===== config.mk =====
export PLATFORM = sky130hd
export DESIGN_NAME = accumulator_datapath
export DESIGN_NICKNAME = d
export VERILOG_FILES = /design/src/rtl/cpu_pkg.sv /design/src/rtl/pc_counter.sv /design/src/rtl/accumulator_datapath.sv
export SDC_FILE = /design/constraint.sdc
export NUM_CORES = 1
export LEC_CHECK = 0
export BUFFER_PORTS_ARGS = -buffer_cell sky130_fd_sc_hd__clkbuf_2
export CAP_MARGIN = 40
export CORE_MARGIN = 4
export CORE_UTILIZATION = 50
export DETAILED_ROUTE_END_ITERATION = 7
export PLACE_DENSITY = 0.9
export REMOVE_ABC_BUFFERS = 1
export SLEW_MARGIN = 10
export SYNTH_ARGS = -nofsm -noshare
export SYNTH_HDL_FRONTEND = slang
export SYNTH_HIERARCHICAL = 1
export SYNTH_SLANG_ARGS = --single-unit

===== constraint.sdc =====
create_clock -name clk -period 2.4 [get_ports clk]
set_input_delay 0.36 -clock clk [delete_from_list [all_inputs] [get_ports clk]]
set_output_delay 0.36 -clock clk [all_outputs]
set_load 0.05 [all_outputs]

===== src/rtl/cpu_pkg.sv =====
// Shared definitions for the accumulator CPU: word/address widths, op-codes,
// IR field positions and the controller state encoding.
package cpu_pkg;

    localparam int CPU_WORD_W = 8;
    localparam int CPU_ADDR_W = 6;
    localparam int CPU_OPC_W  = 2;

    // Instruction register fields: op-code in the top bits, operand below
    localparam int IR_OPC_MSB = CPU_WORD_W - 1;
    localparam int IR_OPD_MSB = CPU_ADDR_W - 1;
    localparam int IR_OPD_LSB = 0;

    localparam logic [CPU_OPC_W-1:0] OP_ADDI  = 2'b00;
    localparam logic [CPU_OPC_W-1:0] OP_LOAD  = 2'b01;
    localparam logic [CPU_OPC_W-1:0] OP_STORE = 2'b10;
    localparam logic [CPU_OPC_W-1:0] OP_JMP   = 2'b11;

    // Four-state controller sequence that drives this datapath
    typedef enum logic [1:0] {
        ST_FETCH  = 2'b00,
        ST_DECODE = 2'b01,
        ST_EXEC   = 2'b10,
        ST_WRBACK = 2'b11
    } ctrl_state_t;

endpackage


===== src/rtl/pc_counter.sv =====
// Program counter: clear beats load beats increment; increment wraps silently.
module pc_counter
    import cpu_pkg::*;
#(
    parameter int ADDR_W = CPU_ADDR_W
) (
    input  logic              clk,
    input  logic              reset,
    input  logic              clr,
    input  logic              load,
    input  logic              inc,
    input  logic [ADDR_W-1:0] load_val,
    output logic [ADDR_W-1:0] pc
);

    // Prioritised next-PC update, cleared asynchronously
    always_ff @(posedge clk or negedge reset) begin
        if (!reset) begin
            pc <= '0;
        end else if (clr) begin
            pc <= '0;
        end else if (load) begin
            pc <= load_val;
        end else if (inc) begin
            pc <= pc + ADDR_W'(1);
        end
    end

endmodule


===== src/rtl/accumulator_datapath.sv =====
// Accumulator CPU datapath: PC, IR, AC, carry/zero flags, adder and the
// memory bus mux, steered cycle by cycle by the controller strobes.
module accumulator_datapath
    import cpu_pkg::*;
#(
    parameter int WORD_W = CPU_WORD_W,
    parameter int ADDR_W = CPU_ADDR_W,
    parameter int OPC_W  = CPU_OPC_W
) (
    input  logic              clk,
    input  logic              reset,
    input  logic              rd_mem,
    input  logic              wr_mem,
    input  logic              ir_on_adr,
    input  logic              pc_on_adr,
    input  logic              ld_ir,
    input  logic              ld_ac,
    input  logic              ld_pc,
    input  logic              inc_pc,
    input  logic              clr_pc,
    input  logic              pass_add,
    input  logic [WORD_W-1:0] mem_rdata,
    output logic [OPC_W-1:0]  op_code,
    output logic [ADDR_W-1:0] mem_addr,
    output logic [WORD_W-1:0] mem_wdata,
    output logic              mem_rd,
    output logic              mem_wr,
    output logic [WORD_W-1:0] ac,
    output logic [ADDR_W-1:0] pc,
    output logic              carry,
    output logic              zero,
    output logic              bus_err
);

    logic [WORD_W-1:0] ir;
    logic [WORD_W-1:0] operand;
    logic [WORD_W:0]   sum;
    logic [WORD_W-1:0] result;
    logic              cout;
    logic              proto_err;

    assign operand   = {{(WORD_W-ADDR_W){1'b0}}, ir[ADDR_W-1:0]};
    assign op_code   = ir[WORD_W-1 -: OPC_W];
    assign mem_wdata = ac;
    // Strobes drop immediately while reset is held, even mid-instruction
    assign mem_rd    = rd_mem & reset;
    assign mem_wr    = wr_mem & reset;

    pc_counter #(
        .ADDR_W (ADDR_W)
    ) u_pc (
        .clk      (clk),
        .reset    (reset),
        .clr      (clr_pc),
        .load     (ld_pc),
        .inc      (inc_pc),
        .load_val (ir[ADDR_W-1:0]),
        .pc       (pc)
    );

    // Address mux: PC wins over the IR operand; idle bus shows zero
    always_comb begin
        mem_addr = '0;
        if (!reset) begin
            mem_addr = '0;
        end else if (pc_on_adr) begin
            mem_addr = pc;
        end else if (ir_on_adr) begin
            mem_addr = ir[ADDR_W-1:0];
        end
    end

    // ALU: add the zero-extended operand to AC, or pass memory data through
    always_comb begin
        sum    = {1'b0, ac} + {1'b0, operand};
        result = mem_rdata;
        cout   = 1'b0;
        if (pass_add) begin
            result = sum[WORD_W-1:0];
            cout   = sum[WORD_W];
        end
    end

    // Strobe combinations the controller should never produce
    always_comb begin
        proto_err = (rd_mem & wr_mem)
                  | (pc_on_adr & ir_on_adr)
                  | ((rd_mem | wr_mem) & ~pc_on_adr & ~ir_on_adr)
                  | (clr_pc & ld_pc) | (clr_pc & inc_pc) | (ld_pc & inc_pc);
    end

    // Instruction register load from the memory read bus
    always_ff @(posedge clk or negedge reset) begin
        if (!reset) begin
            ir <= '0;
        end else if (ld_ir) begin
            ir <= mem_rdata;
        end
    end

    // Accumulator and flags; carry only changes on an add
    always_ff @(posedge clk or negedge reset) begin
        if (!reset) begin
            ac    <= '0;
            zero  <= 1'b0;
            carry <= 1'b0;
        end else if (ld_ac) begin
            ac   <= result;
            zero <= (result == '0);
            if (pass_add) begin
                carry <= cout;
            end
        end
    end

    // Sticky protocol-violation flag, cleared only by reset
    always_ff @(posedge clk or negedge reset) begin
        if (!reset) begin
            bus_err <= 1'b0;
        end else if (proto_err) begin
            bus_err <= 1'b1;
        end
    end

endmodule


==> results of run 1 <==
worst paths after layout:
path | depth (start not counted) | from | to | slack, ps
worst max-delay path | 9 | ac[0] | zero | 250
worst min-delay path | 2 | mem_rdata[2] | ir[2] | 270
worst max register to register | 9 | ac[0] | zero | 250
worst min register to register | 2 | carry | carry | 500
max in group asynchronous | 3 | reset | ac[7] | 1410
min in group asynchronous | 2 | reset | bus_err | 450
kinds of logic after synthesis:
kind of cell / synth area share (%)
simple gates: 19.29
compound gates: 18.84
flops: 37.54
buf+inv: 7.056
mux: 6.607
xor+xnor: 4.204
fa+ha+maj: 6.456
layout make-up:
class	count	area, µm²
clock buffer	3	22.52
clock inverter	1	5.005
timing repair buffer	57	295.3
multi-input combinational	137	923.4
fill	259	1182
sequential	25	625.6
tap	44	55.05
inverter	5	18.77
registers in the layout, summed over array words and instances (netlist names):
name	count
u_pc/pc	6
zero	1
carry	1
ac	8
bus_err	1
ir	8
stage by stage:
stage	hold slack, ps	setup WS, ps	TNS [ps]	cell area (µm²)
after floorplan	64.41	-248.2	-364.7	1568
after global placement	240.8	394.6	0	1908
after detailed placement	244.4	304.2	0	1908
after CTS	269.4	259.1	0	1946
after global routing	270.4	31.30	0	1946
final	270.5	249.4	0	1946
cells in the mapped netlist:
cell type  number
a211oi_1        4
a21boi_1        1
a21o_1          3
a21oi_1         9
a221oi_1        1
a221oi_2        1
a22oi_1         5
a2bb2oi_1       1
a311oi_1        1
a31oi_1         4
and2_1          4
and3_4          1
and4_4          1
buf_1           1
buf_2           1
buf_4          10
clkbuf_1        4
clkinv_1        1
dfrtp_1        25
fa_1            1
ha_1            7
inv_1           4
mux2_2          8
mux2i_1         2
nand2_1        19
nand2b_1        4
nand3_1         4
nand4_1         3
nand4b_1        1
nor2_1         17
nor2b_1         5
nor3_2          1
nor4_1          2
o211ai_1        1
o21a_1          2
o21ai_0        10
o21ai_1         1
o221ai_1        1
o22ai_1         1
o31ai_2         1
or3_1           2
xnor2_1         2
xor2_1          6
per-layer routing:
| metal | GRT usage (%) | routed length, µm | vias to the layer above |
|---|---|---|---|
| met4 | 7.254 | 66 | 0 |
| met2 | 30.41 | 1831 | 51 |
| li1 | - | - | 738 |
| met3 | 3.248 | 252 | 7 |
| met1 | 26.53 | 1743 | 685 |
| met5 | 0 | 0 | - |
critical path: stages (launching register included):
cell and delay, ps:
dfrtp_1 420, ha_1 190, inv_1 60, fa_1 390, nand2b_1 170, a21oi_1 240
o221ai_1 140, a31oi_1 150, nor2_1 70, o31ai_2 230
power by group:
group          internal (W)  switching, W  leakage [nW]  total [W]
Sequential         0.000481     0.0000759         0.298   0.000557
Combinational      0.000264      0.000616         0.598   0.000880
Clock             0.0000626      0.000131        0.0177   0.000193
repair_timing:
action	CTS	global route
endpoints found under the hold margin	6	0
endpoints found under the setup margin	0	0
gates resized for setup	0	0
hold buffers	1	0
==> flow_metrics.py, run 1 <==
metrics = {
    "outcome": {
        "run_status": "complete, no violations",
    },
    "synthesis": {
        "avgSynthCellArea_um2": 9.107,
        "yosysSeqAreaShare_pct": 37.54,
        "synth_top_cell_area_share_pct": 37.54,
        "yosys.area.top_type": "dfrtp_1",
        "syn_inst": 183,
        "ys_ff_latch": 25,
        "yosys_warnings": 6,
        "ys_types": 43,
        "netlist_area_mm2": 0.001667,
        "synthTopCellsByArea": "dfrtp_1 38%, mux2_2 5.4%, ha_1 5.3%, buf_4 4.5%, nand2_1 4.3%",
    },
    "power": {
        "p_leak_nw": 0.9135,
        "irDropWorstVdd_mv": 0.4683,
        "p_per_area_mw_per_mm2": 837.8,
        "p_total_w": 0.001630,
    },
    "layout": {
        "most-common-layout-cells": "54 x clkbuf_2, 25 x dfrtp_1, 19 x nand2_1",
        "nets": 257,
        "finalCoreUtilization_pct": 62.20,
        "drive_above_1_share_pct": 32.02,
        "syn_to_final_growth_pct": 16.74,
        "diodes": 0,
        "final_common_cell": "clkbuf_2",
        "layout.cells.non_filler": 272,
    },
    "worst_setup_path": {
        "cp_max_fo": 4,
        "critPathCaptureType": "register",
        "required_ps": 2650,
        "startpoint_type": "register",
        "arrival_ps": 2400,
        "crit_type": "register to register",
    },
    "die": {
        "coreArea_mm2": 0.003128,
        "dieArea_mm2": 0.004321,
        "start_util_pct": 53.28,
        "dieWidth_um": 65.74,
        "rows": 20,
        "pin_count": 55,
        "fp.dieH_um": 65.74,
    },
    "placed_design": {
        "routabilityCongestion": 0.8581,
        "dp.cells": 267,
        "hpwl_um": 2997,
        "portBuffers": 54,
    },
    "clock_tree": {
        "postCtsSetupRepairBufs": 0,
        "clkSlewWorstSetupHoldPaths_ps": 140,
        "cts_tree": "built",
        "cts_sinks": 25,
        "cts_made_buffers": 3,
        "clk_path_buf_depth": 2,
        "clock_latency_ps": 330,
        "clock-root-buffer": "clkbuf_4",
        "htree_levels": 1,
    },
    "sta": {
        "hold_viol": 0,
        "fin_worst_skew_ps": 4.014,
        "slew_violations": 0,
        "fmax_mhz": 465.0,
        "period_share_pct": 89.61,
        "rsz0062_at_grt": "no",
        "max_slew_margin_pct": 73.09,
        "fin_crit_ps": 2151,
        "setup_viol_count_final": 0,
        "worstMarginPinSlew_ps": 400.0,
    },
    "detailed_routing": {
        "viasPerCell": 5.445,
        "wire_per_inst_um": 14.31,
        "finalWirelength_um": 3893,
        "via_count": 1481,
        "drc": 0,
        "drt_iter0_drc": 83,
        "ant_nets": 0,
        "firstDrtPassIters": 4,
    },
    "global_route": {
        "grt_util_all_layers_pct": 19.37,
        "grt_pass1_vias": 1401,
        "grt_start_max_net_pins": 20,
        "grt-ovfl-total": 0,
        "grt_pass1_wl_um": 6465,
        "antenna_found_initial": 0,
    },
    "flow_run": {
        "maxCapViolations": 0,
    },
    "min_path": {
        "hold_class": "input pin to register",
    },
}
Power figures use the tool's default switching activity.
==> run 2, diff against run 1 <==
ABC_AREA = 1   (was unset)
CORE_UTILIZATION = 51   (was 50)
PLACE_DENSITY = 0.91   (was 0.9)
==> run 2 against run 1 <==
  * Combinational power down 19%
  * Via count up 20%
  * Register-to-register slack better by 260 ps
  * Global-route usage up 0.75 points
  * Sequential power down 5.2%
  * Non-clock buffer count down 2
  * Synthesized cell count up 38%
  * Largest power group unchanged
  * Total power down 12%
  * Worst setup slack better by 260 ps
  * Clock power up 3%
  * Critical path depth up 4
==> flow_metrics.py, run 2 <==
metrics = {
    "layout": {
        "syn_to_final_growth_pct": 15.09,
        "largestRegisters": "ac: 8 flops, ir: 8 flops, u_pc/pc: 6 flops",
        "final_common_cell": "nand2_1",
        "nets": 327,
        "finalCoreUtilization_pct": 60.63,
        "drive_above_1_share_pct": 23.49,
        "most-common-layout-cells": "83 x nand2_1, 54 x clkbuf_2, 31 x inv_1",
        "diodes": 0,
        "layout.cells.non_filler": 344,
        "n_fill_cell": 327,
    },
    "die": {
        "coreArea_mm2": 0.003337,
        "pin_count": 55,
        "start_util_pct": 52.68,
        "fp.dieH_um": 66.71,
        "rows": 21,
        "dieWidth_um": 66.71,
        "dieArea_mm2": 0.004450,
    },
    "sta": {
        "rsz0062_at_grt": "no",
        "max_slew_margin_pct": 73.82,
        "hold_viol": 0,
        "slew_violations": 0,
        "setup_ws_ps": 505.6,
        "fin_tns_setup_ps": 0,
        "fin_worst_skew_ps": 3.722,
        "fmax_mhz": 527.9,
        "worstMarginPinSlew_ps": 391.2,
        "period_share_pct": 78.93,
        "setup_viol_count_final": 0,
        "fin_crit_ps": 1894,
        "holdWs_ps": 93.32,
    },
    "outcome": {
        "run_status": "complete, no violations",
    },
    "clock_tree": {
        "cts_made_buffers": 3,
        "clock_latency_ps": 320,
        "clock-root-buffer": "clkbuf_4",
        "cts_sinks": 25,
        "hold_buffers": 0,
        "htree_levels": 1,
        "cts_resized": 0,
        "postCtsSetupRepairBufs": 0,
        "clkSlewWorstSetupHoldPaths_ps": 150,
        "clk_path_buf_depth": 2,
        "cts_tree": "built",
    },
    "placed_design": {
        "routabilityCongestion": 0.8767,
        "dp.cells": 340,
        "portBuffers": 54,
        "hpwl_um": 3474,
        "post-place-ws_ps": 532.2,
    },
    "synthesis": {
        "netlist_area_mm2": 0.001758,
        "yosysMostFrequentCell": "nand2_1",
        "avgSynthCellArea_um2": 6.948,
        "ys_ff_latch": 25,
        "synthTopCellsByArea": "dfrtp_1 36%, nand2_1 18%, inv_1 6.6%, nand3_1 5.7%, nor2_1 5.3%",
        "yosys.area.top_type": "dfrtp_1",
        "synth_edf_count": 0,
        "syn_inst": 253,
        "synth_commonest_cells": "83 x nand2_1, 31 x inv_1, 25 x dfrtp_1, 25 x nor2_1, 20 x nand3_1",
        "yosys_warnings": 6,
        "yosysSeqAreaShare_pct": 35.59,
        "synthArstFlopShare_pct": 100.0,
        "ys_types": 30,
        "synth_top_cell_area_share_pct": 35.59,
        "synth_top_flop_cell": "dfrtp_1",
    },
    "detailed_routing": {
        "wire_per_inst_um": 12.58,
        "viasPerCell": 5.157,
        "via_count": 1774,
        "drt_iter0_drc": 118,
        "finalWirelength_um": 4326,
        "drc": 0,
        "ant_nets": 0,
        "firstDrtPassIters": 4,
    },
    "worst_setup_path": {
        "required_ps": 2630,
        "critPathLaunch": "ac[0]",
        "cp_max_fo": 4,
        "rr_worst_depth": 13,
        "worstPathCellList": "ha_1 > inv_1 > fa_1 > inv_1 > nand2_1 > nand2_1 > nand3_1 > nand3_1 > nand3_1 > nand2_1 > nor2_1 > nand2_1 > nand2_1",
        "arrival_ps": 2130,
        "cp_slowest_cell": "dfrtp_1",
        "critPathMaxStageDelay_ps": 420,
        "startpoint_type": "register",
        "crit_type": "register to register",
        "r2r_end": "zero",
        "rr_startpoint": "ac[0]",
        "critPathCaptureType": "register",
        "path_common_cell": "nand2_1",
        "crit_path_end": "zero",
        "r2r_slack_ps": 510,
    },
    "global_route": {
        "grt_pass1_wl_um": 7058,
        "grt-ovfl-total": 0,
        "grt_pass1_vias": 1636,
        "grt_start_max_net_pins": 26,
        "grt_util_all_layers_pct": 20.11,
        "antenna_found_initial": 0,
    },
    "power": {
        "irDropWorstVdd_mv": 0.3930,
        "p_per_area_mw_per_mm2": 712.3,
        "p_leak_nw": 1.151,
    },
    "flow_run": {
        "maxCapViolations": 0,
    },
    "min_path": {
        "hold_class": "input pin to async pin",
    },
}
## run 2: cell types whose count changed in the layout (fill, tap and decap cells not counted), moves of 4 or more
cell	previous run	this run
nand2_1	19	83
inv_1	4	31
nand3_1	4	20
nor2_1	17	25
a22oi_1	5	0
nor2b_1	5	0
a211oi_1	4	0
a21oi_1	9	13
and2_1	4	0
mux2_2	8	4
nand2b_1	4	0
xor2_1	6	2
## run 2: layout make-up
type / count / area, µm² / area share, %
clock buffer: 3 / 22.52 / 1.113
clock inverter: 1 / 7.507 / 0.3711
inverter: 34 / 130.1 / 6.432
multi-input combinational: 180 / 902.1 / 44.59
sequential: 25 / 625.6 / 30.92
tap: 46 / 57.56 / 2.845
timing repair buffer: 55 / 277.8 / 13.73
## run 2: critical path, delay by kind of cell, from the launching register on
kind / cells / cell delay, ps
DFF: 1 / 420
and+or+nand+nor: 9 / 650
adders and majority gates: 2 / 580
buffers and inverters: 2 / 160
## run 2: logic make-up after synthesis
logic type	share of synthesized area [%]
AND/OR/NAND/NOR	30.39
flip-flops	35.59
adder cells (fa/ha/maj)	6.121
multiplexers	2.562
buffers and inverters	13.10
AO/OA/AOI/OAI	11.25
XOR/XNOR	0.9966
## run 2: how the worst min path moves through the flow
| stage | startpoint | endpoint | slack [ps] |
|---|---|---|---|
| after global placement | reset | u_pc/pc[2] | 460 |
| after CTS | reset | u_pc/pc[2] | 90 |
| final | reset | u_pc/pc[4] | 90 |
| after detailed placement | reset | u_pc/pc[2] | 460 |
| after global routing | reset | u_pc/pc[4] | 100 |
| after floorplan | reset | ac[0] | 60 |
## run 2: metal layers
layer	share of wire (%)	vias to the layer above	global-route usage, %	wire length [µm]
met3	6.5	4	2.361	280
met1	45	820	27.94	1930
met2	48	64	31.56	2073
met4	0.97	0	8.122	42
met5	0	-	0	0
li1	-	886	-	-
## run 2: where the power goes
| part | switching [W] | internal (W) |
|---|---|---|
| Combinational | 0.000526 | 0.000188 |
| Clock | 0.000135 | 0.0000636 |
| Sequential | 0.0000587 | 0.000470 |
| Total | 0.000720 | 0.000721 |
## run 2: through the flow
step,area (µm²),total power (W)
global placement,1993,0.001231
floorplan,1658,0.001062
global route,2023,0.001543
CTS,2023,0.001448
finish,2023,0.001441
detailed placement,1993,0.001249
